===== src/rtl/rx_packet_deframer_pkg.sv =====
// Shared types and constants for the RX packet deframer.
package rx_packet_deframer_pkg;

  // Width of the LEN field. It is also the width of a payload byte.
  localparam int unsigned LEN_W = 8;

  // Default frame start marker.
  localparam logic [LEN_W-1:0] SYNC_BYTE_DEFAULT = 8'h7E;

  // Deframer states.
  typedef enum logic [1:0] {
    HUNT    = 2'd0,
    LEN     = 2'd1,
    PAYLOAD = 2'd2,
    CHECK   = 2'd3
  } deframer_state_e;

endpackage


===== src/rtl/rx_packet_deframer_byte_gap_timer.sv =====
// Inter-byte gap timer: a saturating up-counter with clear and enable inputs.
// limit is high while the count equals TIMEOUT_CYCLES.
module byte_gap_timer #(
  parameter int unsigned TIMEOUT_W      = 16,
  parameter int unsigned TIMEOUT_CYCLES = 50000
) (
  input  logic clk,
  input  logic rst,
  input  logic clr,
  input  logic en,
  output logic limit
);

  localparam logic [TIMEOUT_W-1:0] LIMIT = TIMEOUT_W'(TIMEOUT_CYCLES);

  logic [TIMEOUT_W-1:0] count;

  // Clear has priority. When enabled the count rises by one and holds at LIMIT.
  always_ff @(posedge clk) begin
    if (rst || clr) begin
      count <= '0;
    end else if (en && (count != LIMIT)) begin
      count <= count + TIMEOUT_W'(1);
    end
  end

  assign limit = (count == LIMIT);

endmodule


===== src/rtl/rx_packet_deframer.sv =====
// Extracts SYNC, LEN, payload, CHK frames from the UART RX FIFO. The FIFO is
// first-word-fall-through. Payload bytes are streamed out on a valid/ready
// interface, and a one-cycle verdict pulse follows each frame.
//
// state   | meaning
// --------+----------------------------------------------------------
// HUNT    | discard bytes until SYNC_BYTE is popped
// LEN     | wait for the length byte; a repeated SYNC resyncs here
// PAYLOAD | forward FIFO head downstream, pop on outReady
// CHECK   | pop checksum byte, emit frameGood / frameBad
//
// The checksum covers LEN and all payload bytes. A frame is good when
// LEN + payload + CHK == 0 (mod 256). SYNC_BYTE has no special meaning
// inside the payload.
module rx_packet_deframer
  import rx_packet_deframer_pkg::*;
#(
  parameter logic [LEN_W-1:0] SYNC_BYTE      = SYNC_BYTE_DEFAULT,
  parameter int unsigned      MAX_LEN        = 64,
  parameter int unsigned      TIMEOUT_W      = 16,
  parameter int unsigned      TIMEOUT_CYCLES = 50000
) (
  input  logic             clk,
  input  logic             rst,
  input  logic [LEN_W-1:0] rxData,
  input  logic             rxDataPresent,
  output logic             rxRead,
  output logic [LEN_W-1:0] outData,
  output logic             outValid,
  input  logic             outReady,
  output logic             outLast,
  output logic             frameGood,
  output logic             frameBad,
  output logic             errLength,
  output logic             errTimeout,
  output logic             busy
);

  localparam logic [LEN_W-1:0] MAX_LEN_B = LEN_W'(MAX_LEN);

  deframer_state_e  state;
  logic [LEN_W-1:0] sum;
  logic [LEN_W-1:0] remaining;
  logic [LEN_W-1:0] sum_add;
  logic             gap_limit;
  logic             gap_clr;
  logic             gap_en;

  // FIFO pop and payload handshake, decoded from the state and the FIFO head.
  // Everything is held low while reset is asserted, so no byte is consumed.
  always_comb begin
    rxRead   = 1'b0;
    outValid = 1'b0;
    outLast  = 1'b0;
    if (!rst) begin
      unique case (state)
        HUNT, LEN, CHECK: rxRead = rxDataPresent;
        PAYLOAD: begin
          outValid = rxDataPresent;
          outLast  = (remaining == LEN_W'(1));
          rxRead   = rxDataPresent & outReady;
        end
        default: rxRead = 1'b0;
      endcase
    end
  end

  assign outData = rxData;
  assign busy    = (state != HUNT);
  assign sum_add = sum + rxData;

  // Gap timer: it runs only while mid-frame and the FIFO is empty. A full
  // FIFO stalled by outReady never counts toward the timeout.
  assign gap_clr = (state == HUNT) | rxRead;
  assign gap_en  = (state != HUNT) & ~rxDataPresent;

  byte_gap_timer #(
    .TIMEOUT_W      (TIMEOUT_W),
    .TIMEOUT_CYCLES (TIMEOUT_CYCLES)
  ) u_gap_timer (
    .clk   (clk),
    .rst   (rst),
    .clr   (gap_clr),
    .en    (gap_en),
    .limit (gap_limit)
  );

  // Frame state machine. The verdict and error pulses are registered here.
  always_ff @(posedge clk) begin
    if (rst) begin
      state      <= HUNT;
      sum        <= '0;
      remaining  <= '0;
      frameGood  <= 1'b0;
      frameBad   <= 1'b0;
      errLength  <= 1'b0;
      errTimeout <= 1'b0;
    end else begin
      frameGood  <= 1'b0;
      frameBad   <= 1'b0;
      errLength  <= 1'b0;
      errTimeout <= 1'b0;

      unique case (state)
        HUNT: begin
          if (rxRead && (rxData == SYNC_BYTE)) begin
            sum   <= '0;
            state <= LEN;
          end
        end

        LEN: begin
          if (rxRead) begin
            if (rxData == SYNC_BYTE) begin
              sum <= '0;
            end else if ((rxData == '0) || (rxData > MAX_LEN_B)) begin
              errLength <= 1'b1;
              state     <= HUNT;
            end else begin
              remaining <= rxData;
              sum       <= rxData;
              state     <= PAYLOAD;
            end
          end
        end

        PAYLOAD: begin
          if (rxRead) begin
            sum       <= sum_add;
            remaining <= remaining - LEN_W'(1);
            if (remaining == LEN_W'(1)) begin
              state <= CHECK;
            end
          end
        end

        CHECK: begin
          if (rxRead) begin
            if (sum_add == '0) begin
              frameGood <= 1'b1;
            end else begin
              frameBad <= 1'b1;
            end
            state <= HUNT;
          end
        end

        default: state <= HUNT;
      endcase

      // A byte consumed in the same cycle the limit is reached wins over
      // the timeout. rxRead is zero here, so no other pulse can collide.
      if ((state != HUNT) && gap_limit && !rxRead) begin
        errTimeout <= 1'b1;
        state      <= HUNT;
      end
    end
  end

endmodule


===== config.mk =====
export PLATFORM = sky130hd
export DESIGN_NAME = rx_packet_deframer
export DESIGN_NICKNAME = d
export VERILOG_FILES = /design/src/rtl/rx_packet_deframer_pkg.sv /design/src/rtl/rx_packet_deframer_byte_gap_timer.sv /design/src/rtl/rx_packet_deframer.sv
export SDC_FILE = /design/constraint.sdc
export NUM_CORES = 1
export LEC_CHECK = 0
export ABC_AREA = 1
export BUFFER_PORTS_ARGS = -buffer_cell sky130_fd_sc_hd__buf_2
export CORE_MARGIN = 10
export CORE_UTILIZATION = 45
export CTS_CLUSTER_SIZE = 20
export DETAILED_ROUTE_END_ITERATION = 10
export GPL_TIMING_DRIVEN = 0
export PLACE_DENSITY = 0.72
export SLEW_MARGIN = 20
export SYNTH_ARGS = -nofsm -noshare
export SYNTH_HDL_FRONTEND = slang
export SYNTH_HIERARCHICAL = 1
export SYNTH_SLANG_ARGS = --single-unit

===== constraint.sdc =====
create_clock -name clk -period 2.3 [get_ports clk]
set_clock_uncertainty 0.15 [all_clocks]
set_input_delay 0.115 -clock clk [delete_from_list [all_inputs] [get_ports clk]]
set_output_delay 0.115 -clock clk [all_outputs]
set_load 0.02 [all_outputs]

### After elaboration in Yosys (flattened, before gate mapping)

Cells that the tools add are included.

* add/sub/neg operators: 3
* magnitude comparators: 1
* eq/ne operators: 15
* mux-type cells: 28
* bitwise logic cells: 7
* reduce and logical (&&, ||, !) cells: 20

Operators with widths (count)
* two-way mux 8 bit: 8
* case mux 8 bit (3 select lines): 1
* adder 16 x 1 -> 16 bit (second input constant): 1
* equality test 16 bit (second input constant): 1
* zero test 8 bit: 2
* inequality test 16 bit (second input constant): 1
* case mux 8 bit (2 select lines): 1
* two-way mux 2 bit: 7
* inequality test 2 bit (second input constant): 6
* AND reduction 5 bit: 2
* two-way mux 1 bit: 9
* adder 8 bit: 1
* equality test 8 x 1 -> 1 bit (second input constant): 1
* equality test 8 x 7 -> 1 bit (second input constant): 1
* > comparator 8 x 7 -> 1 bit (second input constant): 1
* case mux 2 bit (4 select lines): 1
* subtractor 8 x 1 -> 8 bit (second input constant): 1
* AND reduction 6 bit: 1
* OR reduction 3 bit: 2
* equality test 2 bit (second input constant): 2
* logical AND 1 bit: 4
* inverter 1 bit: 4
* nonzero test 2 bit: 2
* OR reduction 4 bit: 1
* other kinds (11): 13

* register bits: 38
* input port bits: 12
* output and inout port bits: 16
* logic and storage cells: 82

### Longest topological paths before layout

* word-level depth: 7
* mapped depth: 12

### Modules after synthesis

Netlist, hierarchy kept.

Modules (own cells, without submodules)
* rx_packet_deframer: times used 1, cells each 297, area an instance 1888.1 sq um, sequential area each 440.4 sq um
* byte_gap_timer: times used 1, cells each 198, area an instance 1191.1 sq um, sequential area each 320.3 sq um

### Worst setup path before layout

OpenSTA, ideal clock, no wires.

* kind: reg2reg
* start: register state[0]
* end: register u_gap_timer.count[11]
* library setup time: 73 ps
* data arrival time: 1683 ps
* data required time: 2077 ps
* setup slack: 394 ps
* stages on the path, launching flop included: 8
* clock period less this slack: 1906 ps
* cell sequence: dfxtp_1 > inv_1 > ha_1 > inv_1 > nand2_1 > nor2_1 > clkinv_1 > a21oi_1

* elaborated cells on any way between the ends: 12
* those cells by class: 3 x eq/ne; 2 x mux; 2 x bitwise; 5 x reduce/logical

RTL lines
* start, declared: line rx_packet_deframer.sv:41 `deframer_state_e state;`
* start signal, assigned: line rx_packet_deframer.sv:91 `state <= HUNT;`
* start signal, assigned: line rx_packet_deframer.sv:108 `state <= LEN;`
* start signal, assigned: line rx_packet_deframer.sv:118 `state <= HUNT;`
* nonzero test 2 bit
* net busy: line rx_packet_deframer.sv:36 `output logic busy`
* bitwise AND 1 bit: line rx_packet_deframer.sv:75 `assign gap_en = (state != HUNT) & ~rxDataPresent;`
* logical AND 1 bit: line rx_packet_deframer_byte_gap_timer.sv:22 `end else if (en && (count != LIMIT)) begin`
* end signal, assigned: line rx_packet_deframer_byte_gap_timer.sv:23 `count <= count + TIMEOUT_W'(1);`
* end, declared: line rx_packet_deframer_byte_gap_timer.sv:16 `logic [TIMEOUT_W-1:0] count;`

The timed path passes the listed nets, and every way through them passes these cells.
A chain may end at the register's enable or synchronous reset.

### Worst setup path in the final report

* start: register state[0]
* end: register remaining[1]

* word-level cells in the longest chain between the ends: 6
* elaborated cells on any way between the ends: 14
* those cells by class: 7 x eq/ne; 3 x mux; 4 x reduce/logical

Ends and longest elaborated chain
* equality test 2 bit (tied with other cells): line rx_packet_deframer.sv:56 `unique case (state)`
* OR reduction 3 bit: line rx_packet_deframer.sv:56
* case mux 1 bit (2 select lines): line rx_packet_deframer.sv:56
* two-way mux 1 bit: line rx_packet_deframer.sv:55 `if (!rst) begin`
* inequality test 2 bit (no line)
* AND reduction 5 bit (no line)
* end signal, assigned: line rx_packet_deframer.sv:120 `remaining <= rxData;`
* end signal, assigned: line rx_packet_deframer.sv:130 `remaining <= remaining - LEN_W'(1);`
* end, declared: line rx_packet_deframer.sv:43 `logic [LEN_W-1:0] remaining;`

Several ways; a longest one is shown, not always the timed one.

==> impl_metrics.py <==
metrics = {
    "layout": {
        "area_delta_synth_final_pct": 11.5,
        "antenna_cells": 0,
        "post_layout_nonfiller_instances": 608,
        "drive_gt1_frac": 0.169,
        "layout.nets": 557,
    },
    "synth": {
        "yosysSeqAreaShare": 0.247,
        "yosys.cell_count.top_type": "nand2_1",
        "ys_warn_count": 6,
        "async_reset_ff_frac": 0,
        "synth-main-ff-cell": "dfxtp_1",
        "synth_nets": 524,
        "synthTopCellsByCount": "nand2_1 (145), inv_1 (55), nor2_1 (49), nand3_1 (44), dfxtp_1 (38)",
        "synth_area_per_cell_um2": 6.22,
        "synth_area_leaders": "dfxtp_1 (25%), nand2_1 (18%), nand3_1 (7.2%), inv_1 (6.7%), ha_1 (6.5%)",
        "synth_top_area_share": 0.247,
        "yosysTopAreaCell": "dfxtp_1",
        "synth-edff-count": 0,
        "ys_seq_elements": 38,
        "synthCells": 495,
        "synth_cell_types": 39,
        "netlist_area_mm2": 0.00308,
    },
    "setup_path": {
        "cp_max_fo": 10,
        "slowest_delay_ps": 430,
        "required_ps": 2320,
        "crit_top_cell": "nand2_1",
        "crit_type": "reg -> reg",
        "critPathBufInv": 3,
        "crit_path_top_delay_cell": "dfxtp_1",
        "startpoint_type": "register",
        "endpoint_kind": "register",
        "cp_cell_sequence": "inv_1 > ha_1 > nand2_1 > nand3_4 > clkinv_4 > nand2_1 > nor2_4 > nand2_2 > buf_6 > o21ai_1 > a21oi_1",
        "path_delay_family": "simple AND/OR/NAND/NOR gates",
        "cp.arrival_ps": 2110,
    },
    "sta": {
        "maxSlewViolCount": 0,
        "period_share": 0.908,
        "setup_viol": 0,
        "setup_slack_ps": 211,
        "worst_pin_slew_ps": 511,
        "hold_violations": 0,
        "fin_crit_ps": 2090,
        "fin_tns_setup_ps": 0,
        "relSlewSlack": 0.660,
        "fmax_mhz": 479,
        "rsz0062_at_grt": "false",
    },
    "global_route": {
        "first_global_vias": 2813,
        "met3_usage": 0.0315,
        "globalRouteMet1Util": 0.202,
        "antenna_found_initial": 0,
        "overflow": 0,
        "use_met2": 0.233,
        "grt_max_degree": 12,
        "grt_usage": 0.148,
        "grt-busiest-layer": "met2",
        "grt_pass1_wl_mm": 13.0,
    },
    "route": {
        "post-route-drc-count": 0,
        "viasPerCell": 5.06,
        "dr.pass1.iters": 5,
        "antenna_left": 0,
        "wl_mm": 7.36,
        "drt_iter0_drc": 164,
        "post_drt_wl_per_cell_um": 12.1,
        "vias": 3077,
    },
    "status": {
        "status": "finished, final reports clean",
    },
    "placed_design": {
        "routabilityCongestion": 0.898,
        "place_ws_ps": -101,
        "hpwl_mm": 5.96,
        "dp_cells": 602,
        "portBuffers": 27,
    },
    "power": {
        "powerDensity_mw_per_mm2": 420,
        "static-leakage-power_nw": 1.52,
        "ir_drop_uv": 216,
    },
    "clock_network": {
        "cts_buffer_depth": 2,
        "cts_setup_buffers": 0,
        "clkSlewWorstSetupHoldPaths_ps": 80,
        "htree_levels": 2,
        "cts_buffers": 5,
        "clock-sinks": 38,
        "cts_tree": "built",
        "clockRootBuffer": "clkbuf_8",
        "clk_latency_ps": 290,
    },
    "floorplan": {
        "rows": 30,
        "io_pins": 28,
        "start_util": 0.458,
        "dieWidth_um": 103,
        "core_mm2": 0.00672,
        "fp.dieH_um": 103,
        "dieArea_mm2": 0.0106,
    },
    "job": {
        "maxCapViolations": 0,
    },
    "hold_path": {
        "hp-class": "in -> reg",
    },
}
## per-layer routing
metal  wire [um]  vias up
met5           0        -
met1        3680     1368
met2        3210       62
met4          36        0
met3         427        4
li1            -     1643
## final cells by class
class                      instances  area [um^2]
fill                             694         3290
sequential                        38          761
clock inverter                     1         30.0
tap                               80          100
clock buffer                       6         82.6
multi-input combinational        369         1910
buffer                            21          153
timing repair buffer              27          135
inverter                          66          263
## final timing paths
path,to,cells past startpoint,slack (ps),from
worst min-delay path,u_gap_timer/count[9],4,20,rst
worst max-delay path,remaining[1],11,210,state[0]
worst min register to register,sum[6],2,320,sum[6]
worst max register to register,remaining[1],11,210,state[0]
## worst reg2reg max path: cells and delay by family (launching register included)
kind | cells | cell delay [ps]
fa+ha+maj | 1 | 280
compound gates | 2 | 170
buf+inv | 3 | 350
flops | 1 | 430
simple gates | 5 | 600
## logic make-up (layout without fill, tap and decap cells)
kind of cell | count (synthesis) | count (layout) | share of synthesized area
xor gates and xnor gates | 5 | 5 | 0.0142
AOI/OAI and AO/OA | 60 | 60 | 0.103
DFF | 38 | 38 | 0.247
adders and majority gates | 17 | 17 | 0.0715
buffers and inverters | 88 | 121 | 0.135
and+or+nand+nor | 287 | 287 | 0.429
## flip-flops by register name, indices dropped and copies added (netlist names), named ones only
| signal | flops |
|---|---|
| sum | 8 |
| remaining | 8 |
| u_gap_timer/count | 16 |
| frameBad | 1 |
| errLength | 1 |
| state | 1 |
| errTimeout | 1 |
| frameGood | 1 |
## through the flow
stage	total power, W	hold slack (ps)	utilization	cell area (um^2)
after floorplan	0.000816	151	-	3080
after global placement	0.000871	309	0.493	3310
after detailed placement	0.000874	310	0.493	3310
after CTS	0.00147	23.5	0.510	3430
after global routing	0.00151	24.6	0.511	3430
final	0.00144	22.9	0.511	3430
## cells in the final DEF, fill, tap and decap left out, types with 2 or more instances in the layout
cell type / count
buf_6: 4
buf_2: 32
dfxtp_1: 38
nand4_1: 14
nor2_1: 48
xor2_1: 3
a21oi_1: 29
inv_1: 55
xnor2_1: 2
o21ai_1: 3
clkbuf_8: 6
buf_4: 10
ha_1: 16
nand2_2: 7
o22ai_1: 3
nand2_1: 145
nand3_1: 44
nor2_2: 6
nor2_4: 5
o21ai_0: 20
clkinv_4: 2
a21oi_2: 2
nand3b_1: 5
nand2_4: 3
clkinv_1: 2
nor3_1: 4
inv_2: 5
## power breakdown
part / total (W) / leakage (nW) / internal [W] / switching (W)
clock network: 0.000582 / 0.0573 / 0.000347 / 0.000235
registers: 0.000665 / 0.306 / 0.000661 / 0.00000392
logic: 0.000195 / 1.16 / 0.0000676 / 0.000128
## timing repair
action	CTS	global route
pin swaps	0	0
resized for setup	1	2
gates cloned	0	0
hold buffers	0	0
endpoints found under the setup margin	9	10
Note: power is estimated with default switching activity, not from simulation.
